[src/rtl/pe_dbuf.sv]
`default_nettype none
// ============================================================================
// Module      : pe_dbuf
// Description : Systolic-array processing element with a double-buffered
//               weight (shadow/active), signed/unsigned MAC and wrap/saturate.
// Revision    : 1.0 - initial release
// ============================================================================
module pe_dbuf #(
    parameter int ACT_W    = 8,
    parameter int WEIGHT_W = 8,
    parameter int PSUM_W   = 32,
    parameter int SIGNED   = 1,
    parameter int SATURATE = 0
) (
    input  logic                clk,
    input  logic                reset,
    input  logic [ACT_W-1:0]    in_act,
    input  logic                in_act_valid,
    input  logic [PSUM_W-1:0]   in_psum,
    input  logic [WEIGHT_W-1:0] in_wt,
    input  logic                in_wt_valid,
    input  logic                wt_capture,
    input  logic                wt_swap,
    output logic [ACT_W-1:0]    out_act,
    output logic                out_act_valid,
    output logic [PSUM_W-1:0]   out_psum,
    output logic [WEIGHT_W-1:0] out_wt,
    output logic                out_wt_valid,
    output logic                shadow_full,
    output logic                sat_flag
);

    localparam int EXT_W = PSUM_W + 1;

    localparam logic [PSUM_W-1:0] c_smax = {1'b0, {(PSUM_W-1){1'b1}}};
    localparam logic [PSUM_W-1:0] c_smin = {1'b1, {(PSUM_W-1){1'b0}}};
    localparam logic [PSUM_W-1:0] c_umax = {PSUM_W{1'b1}};

    logic [WEIGHT_W-1:0] r_active;
    logic [WEIGHT_W-1:0] r_shadow;
    logic                r_shadow_full;
    logic [ACT_W-1:0]    r_out_act;
    logic                r_out_act_valid;
    logic [PSUM_W-1:0]   r_out_psum;
    logic [WEIGHT_W-1:0] r_out_wt;
    logic                r_out_wt_valid;
    logic                r_sat_flag;

    logic                w_capture;
    logic                w_act_sign;
    logic                w_wt_sign;
    logic                w_psum_sign;
    logic [EXT_W-1:0]    w_act_ext;
    logic [EXT_W-1:0]    w_wt_ext;
    logic [EXT_W-1:0]    w_psum_ext;
    logic [EXT_W-1:0]    w_sum;
    logic [PSUM_W-1:0]   w_psum_next;
    logic                w_sat;

    assign w_capture   = in_wt_valid & wt_capture;

    assign w_act_sign  = (SIGNED != 0) & in_act[ACT_W-1];
    assign w_wt_sign   = (SIGNED != 0) & r_active[WEIGHT_W-1];
    assign w_psum_sign = (SIGNED != 0) & in_psum[PSUM_W-1];

    assign w_act_ext   = {{(EXT_W-ACT_W){w_act_sign}}, in_act};
    assign w_wt_ext    = {{(EXT_W-WEIGHT_W){w_wt_sign}}, r_active};
    assign w_psum_ext  = {w_psum_sign, in_psum};

    // The true product needs at most ACT_W+WEIGHT_W <= PSUM_W bits, so the
    // low EXT_W bits of the modular product and sum are exact.
    assign w_sum = (w_act_ext * w_wt_ext) + w_psum_ext;

    always_comb begin
        w_psum_next = w_sum[PSUM_W-1:0];
        w_sat       = 1'b0;
        if (SATURATE != 0) begin
            if (SIGNED != 0) begin
                // Out of signed range exactly when the two top bits disagree.
                if (w_sum[PSUM_W] != w_sum[PSUM_W-1]) begin
                    w_sat       = 1'b1;
                    w_psum_next = w_sum[PSUM_W] ? c_smin : c_smax;
                end
            end else if (w_sum[PSUM_W]) begin
                w_sat       = 1'b1;
                w_psum_next = c_umax;
            end
        end
    end

    always_ff @(posedge clk or posedge reset) begin
        if (reset) begin
            r_active        <= '0;
            r_shadow        <= '0;
            r_shadow_full   <= 1'b0;
            r_out_act       <= '0;
            r_out_act_valid <= 1'b0;
            r_out_psum      <= '0;
            r_out_wt        <= '0;
            r_out_wt_valid  <= 1'b0;
            r_sat_flag      <= 1'b0;
        end else begin
            r_out_wt       <= in_wt;
            r_out_wt_valid <= in_wt_valid;

            // Swap reads the pre-capture shadow, so capture+swap chains cleanly.
            if (wt_swap && r_shadow_full) begin
                r_active <= r_shadow;
            end
            if (w_capture) begin
                r_shadow <= in_wt;
            end
            r_shadow_full <= w_capture | (r_shadow_full & ~wt_swap);

            if (in_act_valid) begin
                r_out_act       <= in_act;
                r_out_act_valid <= 1'b1;
                r_out_psum      <= w_psum_next;
                r_sat_flag      <= w_sat;
            end else begin
                r_out_act       <= '0;
                r_out_act_valid <= 1'b0;
                r_out_psum      <= in_psum;
                r_sat_flag      <= 1'b0;
            end
        end
    end

    assign out_act       = r_out_act;
    assign out_act_valid = r_out_act_valid;
    assign out_psum      = r_out_psum;
    assign out_wt        = r_out_wt;
    assign out_wt_valid  = r_out_wt_valid;
    assign shadow_full   = r_shadow_full;
    assign sat_flag      = r_sat_flag;

endmodule
`default_nettype wire

[config.mk]
export PLATFORM = sky130hd
export DESIGN_NAME = pe_dbuf
export DESIGN_NICKNAME = d
export VERILOG_FILES = /design/src/rtl/pe_dbuf.sv
export SDC_FILE = /design/constraint.sdc
export NUM_CORES = 1
export LEC_CHECK = 0
export CAP_MARGIN = 20
export CELL_PAD_IN_SITES_DETAIL_PLACEMENT = 1
export CELL_PAD_IN_SITES_GLOBAL_PLACEMENT = 1
export CORE_MARGIN = 2
export CORE_UTILIZATION = 49
export CTS_CLUSTER_DIAMETER = 100
export DETAILED_ROUTE_END_ITERATION = 6
export PLACE_DENSITY_LB_ADDON = 0.1
export SYNTH_ARGS = -nofsm -noshare
export SYNTH_HDL_FRONTEND = slang
export SYNTH_SLANG_ARGS = --single-unit
[constraint.sdc]
create_clock -name clk -period 12.5 [get_ports clk]
set_clock_uncertainty 0.05 [all_clocks]
set_input_delay 3.125 -clock clk [delete_from_list [all_inputs] [get_ports clk]]
set_output_delay 3.125 -clock clk [all_outputs]
set_load 0.1 [all_outputs]
# After elaboration in Yosys (flattened, before gate mapping)

Cells that the tools add are included.

$add $sub $neg: 1
$mul: 1
Div/mod/pow operators: 0
Order comparisons: 0
Equality and inequality tests: 0
Shift operators: 0
Mux-type cells: 3
Bitwise gates (word level): 4
Reduce and logical (&&, ||, !) cells: 1

Operator list:

| cell                       | count |
|---|---|
| adder 16 x 32 -> 32 bit    | 1 |
| two-way mux 32 bit         | 1 |
| multiplier 8 x 8 -> 16 bit | 1 |
| two-way mux 8 bit          | 1 |
| AND 1 bit                  | 2 |
| logical AND 1 bit          | 1 |
| two-way mux 1 bit          | 1 |
| NOT 1 bit                  | 1 |
| bitwise OR 1 bit           | 1 |

Register bits after elaboration: 67
Bits in latches: 0
Memory bits (writable): 0
Bits in read-only memories: 0
Bits of input ports: 54
Output and inout bits: 52
Word-level logic and storage cells: 18
Memories kept: 0

# Depth between registers and ports, before layout

Gate-level depths: netlist (run 1).

Depth in word-level cells: 3
Mapped depth: 20
Depth with buffers taken out: 19

# Worst setup path before layout (run 1)

No wires, ideal clock.

Path kind: input to register
From: input port in_act[7]
To: register r_out_psum[31] (netlist: out_psum[31])
Library setup time: 132 ps
Arrival: 8766 ps
Required time: 12318 ps
Path slack: 3552 ps
Stages on the path: 17
Path buffers: 1
Path through: clkbuf_1 -> and2_1 -> inv_1 -> fa_1 -> inv_1 -> fa_1 -> fa_1 -> fa_1 -> fa_1 -> ha_1 -> and2_1 -> a221oi_2 -> a211o_1 -> nand3b_4 -> a41oi_4 -> nor4_1 -> or3b_1

Cells in the longest elaborated chain, start to end: 3

RTL lines:

| what                       | line | text |
|---|---|---|
| start: declaration         | 17   | `input logic [ACT_W-1:0] in_act,` |
| multiplier 8 x 8 -> 16 bit | 72   | `assign w_sum = (w_act_ext * w_wt_ext) + w_psum_ext;` |
| adder 16 x 32 -> 32 bit    | 72   |  |
| two-way mux 32 bit         | 115  | `if (in_act_valid) begin` |
| end signal: assignment     | 118  | `r_out_psum <= w_psum_next;` |
| end signal: assignment     | 123  | `r_out_psum <= in_psum;` |
| end: declaration           | 44   | `logic [PSUM_W-1:0] r_out_psum;` |

No other way between the ends.
A chain may end at the register's enable or synchronous reset.

# Final worst setup path (run 1)

Ends and elaborated chain as after synthesis.

==> flow_metrics.env, run 1 <==
export IMPL_drc_errors=0
export IMPL_worstSkewPairLatency_ps=360
export IMPL_num_rows=45
export IMPL_worst_pin_slew_ps=1020
export IMPL_finalCriticalPeriod_ps=9150
export IMPL_drive_gt1_share_pct=8.77
export IMPL_io_pins=106
export IMPL_ant_nets=0
export IMPL_yosysSeqAreaShare_pct=21.7
export IMPL_crit_type="in -> reg"
export IMPL_area_growth_pct=20.2
export IMPL_numCtsBuffers=9
export IMPL_syn_area_um2=7740
export IMPL_antenna_cells=0
export IMPL_syn_num_nets=949
export IMPL_yosys_most_used_dff="dfrtp_1"
export IMPL_hold_buffers=0
export IMPL_finalMaxSlewViolations=0
export IMPL_post_cts_buffers=0
export IMPL_setup_tns_ps=0
export IMPL_core_area_um2=15300
export IMPL_first_iter_violations=195
export IMPL_cp_max_fo=25
export IMPL_cp_start_kind="primary input"
export IMPL_dieWidth_um=130
export IMPL_ys_ff_latch=67
export IMPL_cts_tree="yes"
export IMPL_hold_violations=0
export IMPL_maxSlewHeadroom_pct=32.3
export IMPL_max_freq_mhz=109
export IMPL_viasPerCell=5.41
export IMPL_start_util_pct=50.6
export IMPL_grt_pass1_wl_mm=33.6
export IMPL_yosys_cell_types_count=59
export IMPL_drt_wl_total_mm=20.5
export IMPL_final_common_cell="fa_1"
export IMPL_die_h_um=130
export IMPL_fin_crit_sh_pct=73.2
export IMPL_globalRouteOverflowTotal=0
export IMPL_clock_sinks=67
export IMPL_cp_end_kind="register"
export IMPL_root_buffer="clkbuf_16"
export IMPL_clk_path_buf_depth=2
export IMPL_setup_viol=0
export IMPL_rsz0062_at_grt="no"
export IMPL_synthCells=689
export IMPL_ctsResizeCount=0
export IMPL_ctsHtreeMaxLevel=3
export IMPL_dr_pass1_iters=4
export IMPL_min_path_type="reg -> reg"
export IMPL_grt_usage_pct=26.8
export IMPL_clk_pin_slew_worst_paths_ps=70
export IMPL_whs_ps=454
export IMPL_portBuffers=104
export IMPL_status="completed"
export IMPL_wl_per_cell_um=20.3
export IMPL_arrival_ps=9340
export IMPL_yosysWarnings=0
export IMPL_antenna_found_initial=0
export IMPL_synth_avg_cell_area_um2=11.2
export IMPL_grt_max_degree=68
export IMPL_final_cell_mix="fa_1, inv_1, clkdlybuf4s50_1"
export IMPL_crit_required_ps=12690
export IMPL_dieArea_um2=16800
export IMPL_async_flop_share_pct=100
export IMPL_cap_violations=0
export IMPL_grt_pass1_vias=6462
export IMPL_dp_final_hpwl_mm=15.8
export IMPL_synth_edf_count=0
export IMPL_routabilityCongestion=0.830
export IMPL_fin_nets=1053
export IMPL_vias=5454
synthesized netlist by cell type, types with 3 or more instances:
library cell  count  area (um^2)
fa_1            136         2720
inv_1           105          394
ha_1             70          876
dfrtp_1          67         1680
nand2_1          52          195
and2_1           43          269
mux2_2           31          349
a21oi_1          24          120
o21ai_0          19         95.1
xnor2_1          18          158
nor2_1           12         45.0
a21o_1           11         82.6
clkbuf_1         11         41.3
nor2b_1           7         43.8
xor2_1            7         61.3
nand3_1           6         30.0
nand4_1           6         37.5
o211ai_1          4         30.0
o21a_1            4         30.0
a21oi_2           3         26.3
a31oi_1           3         18.8
or3_1             3         18.8
critical path, cell delays in order:
cell             delay [ps]
clkdlybuf4s50_1         630
and2_2                  890
inv_1                   140
fa_1                    530
inv_1                    60
fa_1                    490
fa_1                    570
fa_1                    430
fa_1                    480
ha_1                    360
and2_1                  180
a221oi_2                280
a211o_1                 300
nand3b_4                150
a41oi_4                 250
nor4_1                   90
or3b_1                  390
stage by stage:
step                instances  utilization, %  area [um^2]  setup WS (ps)
floorplan                 689               -         7740           3550
global placement          993            58.8         9000           3200
detailed placement        993            58.8         9000           2950
CTS                      1009            60.8         9310           3310
global route             1009            60.8         9310           2990
finish                   1009            60.8         9310           3350
registers in the layout (all words and copies together), names as in the netlist:
name and cells:
r_shadow 8, shadow_full 1, out_psum 32, out_wt_valid 1
r_active 8, out_act_valid 1, out_wt 8, out_act 8
logic make-up after synthesis:
logic type                 Yosys count  share of synthesized area [%]
AOI/OAI and AO/OA                   93                           8.29
xor gates and xnor gates            25                           2.83
adders and majority gates          206                           46.5
buffers and inverters              119                           5.96
DFF                                 67                           21.7
muxes                               32                           4.64
other                                1                         0.0484
and+or+nand+nor                    146                           10.1
worst paths after layout:
| path | startpoint | slack (ps) | endpoint | cells past startpoint |
|---|---|---|---|---|
| min in group asynchronous | reset | 3310 | out_psum[24] | 3 |
| min reg2reg | r_shadow[4] | 450 | r_shadow[4] | 1 |
| max in group asynchronous | reset | 8500 | out_act[4] | 3 |
| min | r_shadow[4] | 450 | r_shadow[4] | 1 |
| max | in_act[7] | 3350 | out_psum[31] | 17 |
| max reg2reg | r_active[0] | 6170 | out_psum[31] | 16 |
per-layer routing:
| layer | wire, um | GRT usage, % |
|---|---|---|
| met1 | 7700 | 30.6 |
| met2 | 11600 | 50.7 |
| met3 | 704 | 4.63 |
| met4 | 554 | 8.86 |
| met5 | 0 | 0 |
cell type report:
class / instances / area [um^2]
Sequential cell: 67 / 1680
Clock inverter: 7 / 83.8
Timing Repair Buffer: 107 / 1060
Fill cell: 1627 / 6010
Inverter: 105 / 394
Multi-Input combinational cell: 503 / 5610
Tap cell: 211 / 264
Clock buffer: 9 / 225
Power of run 1 is left out: the tool's default activity adds up to more than one toggle a clock period on the data nets, which glitch-free logic cannot reach.
==> run 2, diff against run 1 <==
Settings changed: CORE_UTILIZATION 49 to 45.
Clock period 12.5 ns to 8.8 ns, I/O delays scaled along.
==> run 2 against run 1 <==
  * Non-clock buffer count rose by 7
  * Utilization fell by 4.7 points
  * Cell area rose by 0.69%
  * Die area rose by 8.6%
  * Wire length fell by 2.5%
  * Via count rose by 0.11%
  * Hold slack barely moved
  * Worst setup slack got worse by 2500 ps
  * Critical path depth fell by 1
  * Register-to-register slack got worse by 3400 ps
  * Global-route usage fell by 3.1 points
  * Cell count rose by 1.6%
==> flow_metrics.env, run 2 (same netlist as run 1, synthesis figures left out) <==
export IMPL_slowest_delay_ps=750
export IMPL_wl_per_cell_um=19.5
export IMPL_antenna_found_initial=0
export IMPL_maxSlewHeadroom_pct=31.8
export IMPL_hold_violations=0
export IMPL_clk_pin_slew_worst_paths_ps=60
export IMPL_dieWidth_um=135
export IMPL_cts_tree="yes"
export IMPL_area_growth_pct=21.0
export IMPL_worst_path_most_repeated_cell="fa_1"
export IMPL_largest_reg_flops=32
export IMPL_ctsHtreeMaxLevel=3
export IMPL_ctsResizeCount=0
export IMPL_core_area_um2=16700
export IMPL_antenna_cells=0
export IMPL_crit_type="in -> reg"
export IMPL_setup_tns_ps=0
export IMPL_whs_ps=455
export IMPL_dp_final_hpwl_mm=16.1
export IMPL_cap_violations=0
export IMPL_hold_buffers=0
export IMPL_cp_start_kind="primary input"
export IMPL_fin_crit_sh_pct=90.8
export IMPL_cp_end_kind="register"
export IMPL_vias=5460
export IMPL_worst_pin_slew_ps=1020
export IMPL_min_path_type="reg -> reg"
export IMPL_grt_pass1_vias=6404
export IMPL_portBuffers=104
export IMPL_grt_max_degree=68
export IMPL_setup_viol=0
export IMPL_cp_max_fo=13
export IMPL_finalMaxSlewViolations=0
export IMPL_finalCriticalPeriod_ps=7990
export IMPL_dieArea_um2=18300
export IMPL_status="completed"
export IMPL_worstSkewPairLatency_ps=350
export IMPL_start_util_pct=46.4
export IMPL_numCtsBuffers=9
export IMPL_arrival_ps=8140
export IMPL_grt_usage_pct=23.7
export IMPL_crit_required_ps=8950
export IMPL_final_cell_mix="fa_1, inv_1, clkdlybuf4s50_1"
export IMPL_final_common_cell="fa_1"
export IMPL_n_fill_cell=1786
export IMPL_num_rows=47
export IMPL_die_h_um=135
export IMPL_routabilityCongestion=0.820
export IMPL_grt_pass1_wl_mm=33.0
export IMPL_clk_path_buf_depth=2
export IMPL_root_buffer="clkbuf_16"
export IMPL_fin_nets=1060
export IMPL_max_freq_mhz=125
export IMPL_dr_pass1_iters=5
export IMPL_ant_nets=0
export IMPL_critical_path_buf_inv_count=2
export IMPL_globalRouteOverflowTotal=0
export IMPL_drt_wl_total_mm=20.0
export IMPL_worst_path_max_delay_cell="fa_1"
export IMPL_drive_gt1_share_pct=9.57
export IMPL_io_pins=106
export IMPL_clock_sinks=67
export IMPL_first_iter_violations=162
export IMPL_viasPerCell=5.33
export IMPL_path_delay_family="adder cells"
export IMPL_drc_errors=0
export IMPL_post_cts_buffers=0
export IMPL_rsz0062_at_grt="no"
export IMPL_crit_chain="clkdlybuf4s50_1 > nand2_1 > fa_1 > fa_1 > inv_1 > fa_1 > fa_1 > ha_1 > ha_1 > a21o_1 > a221o_1 > a21o_1 > or3_1 > a21oi_2 > or3_2 > a31oi_1"
[run 2: stage by stage]
step,worst slack (ps),utilization (%),instances,area (um^2)
floorplan,777,-,689,7740
global placement,599,54.3,1009,9060
detailed placement,511,54.3,1009,9060
finish,809,56.1,1025,9370
CTS,831,56.1,1025,9370
global route,546,56.1,1025,9370
[run 2: cell type report]
type,instances,area [um^2],share of cell area (%)
multi-input cells,503,5610,59.8
flip-flops and latches,67,1680,17.9
repair buffers,114,1110,11.9
inverters,105,394,4.21
well taps,220,275,2.94
clock buffers,9,225,2.40
clock inverters,7,83.8,0.895
[run 2: routing by layer]
layer	share of wire [%]	routed length (um)	global-route usage, %
met3	3.0	606	3.37
met2	55	11000	43.7
met5	0	0	0
met4	3.0	596	8.39
met1	39	7850	28.1
[run 2: final timing paths]
kind / from / endpoint / slack, ps / depth (start not counted)
min in group asynchronous: reset / out_psum[24] / 2390 / 3
min reg2reg: r_shadow[2] / r_shadow[2] / 450 / 1
max reg2reg: r_active[2] / out_psum[26] / 2810 / 15
max in group asynchronous: reset / out_psum[11] / 5720 / 3
max: in_act[7] / out_psum[26] / 810 / 16
min: r_shadow[2] / r_shadow[2] / 450 / 1
Power of run 2 is left out for the same reason.
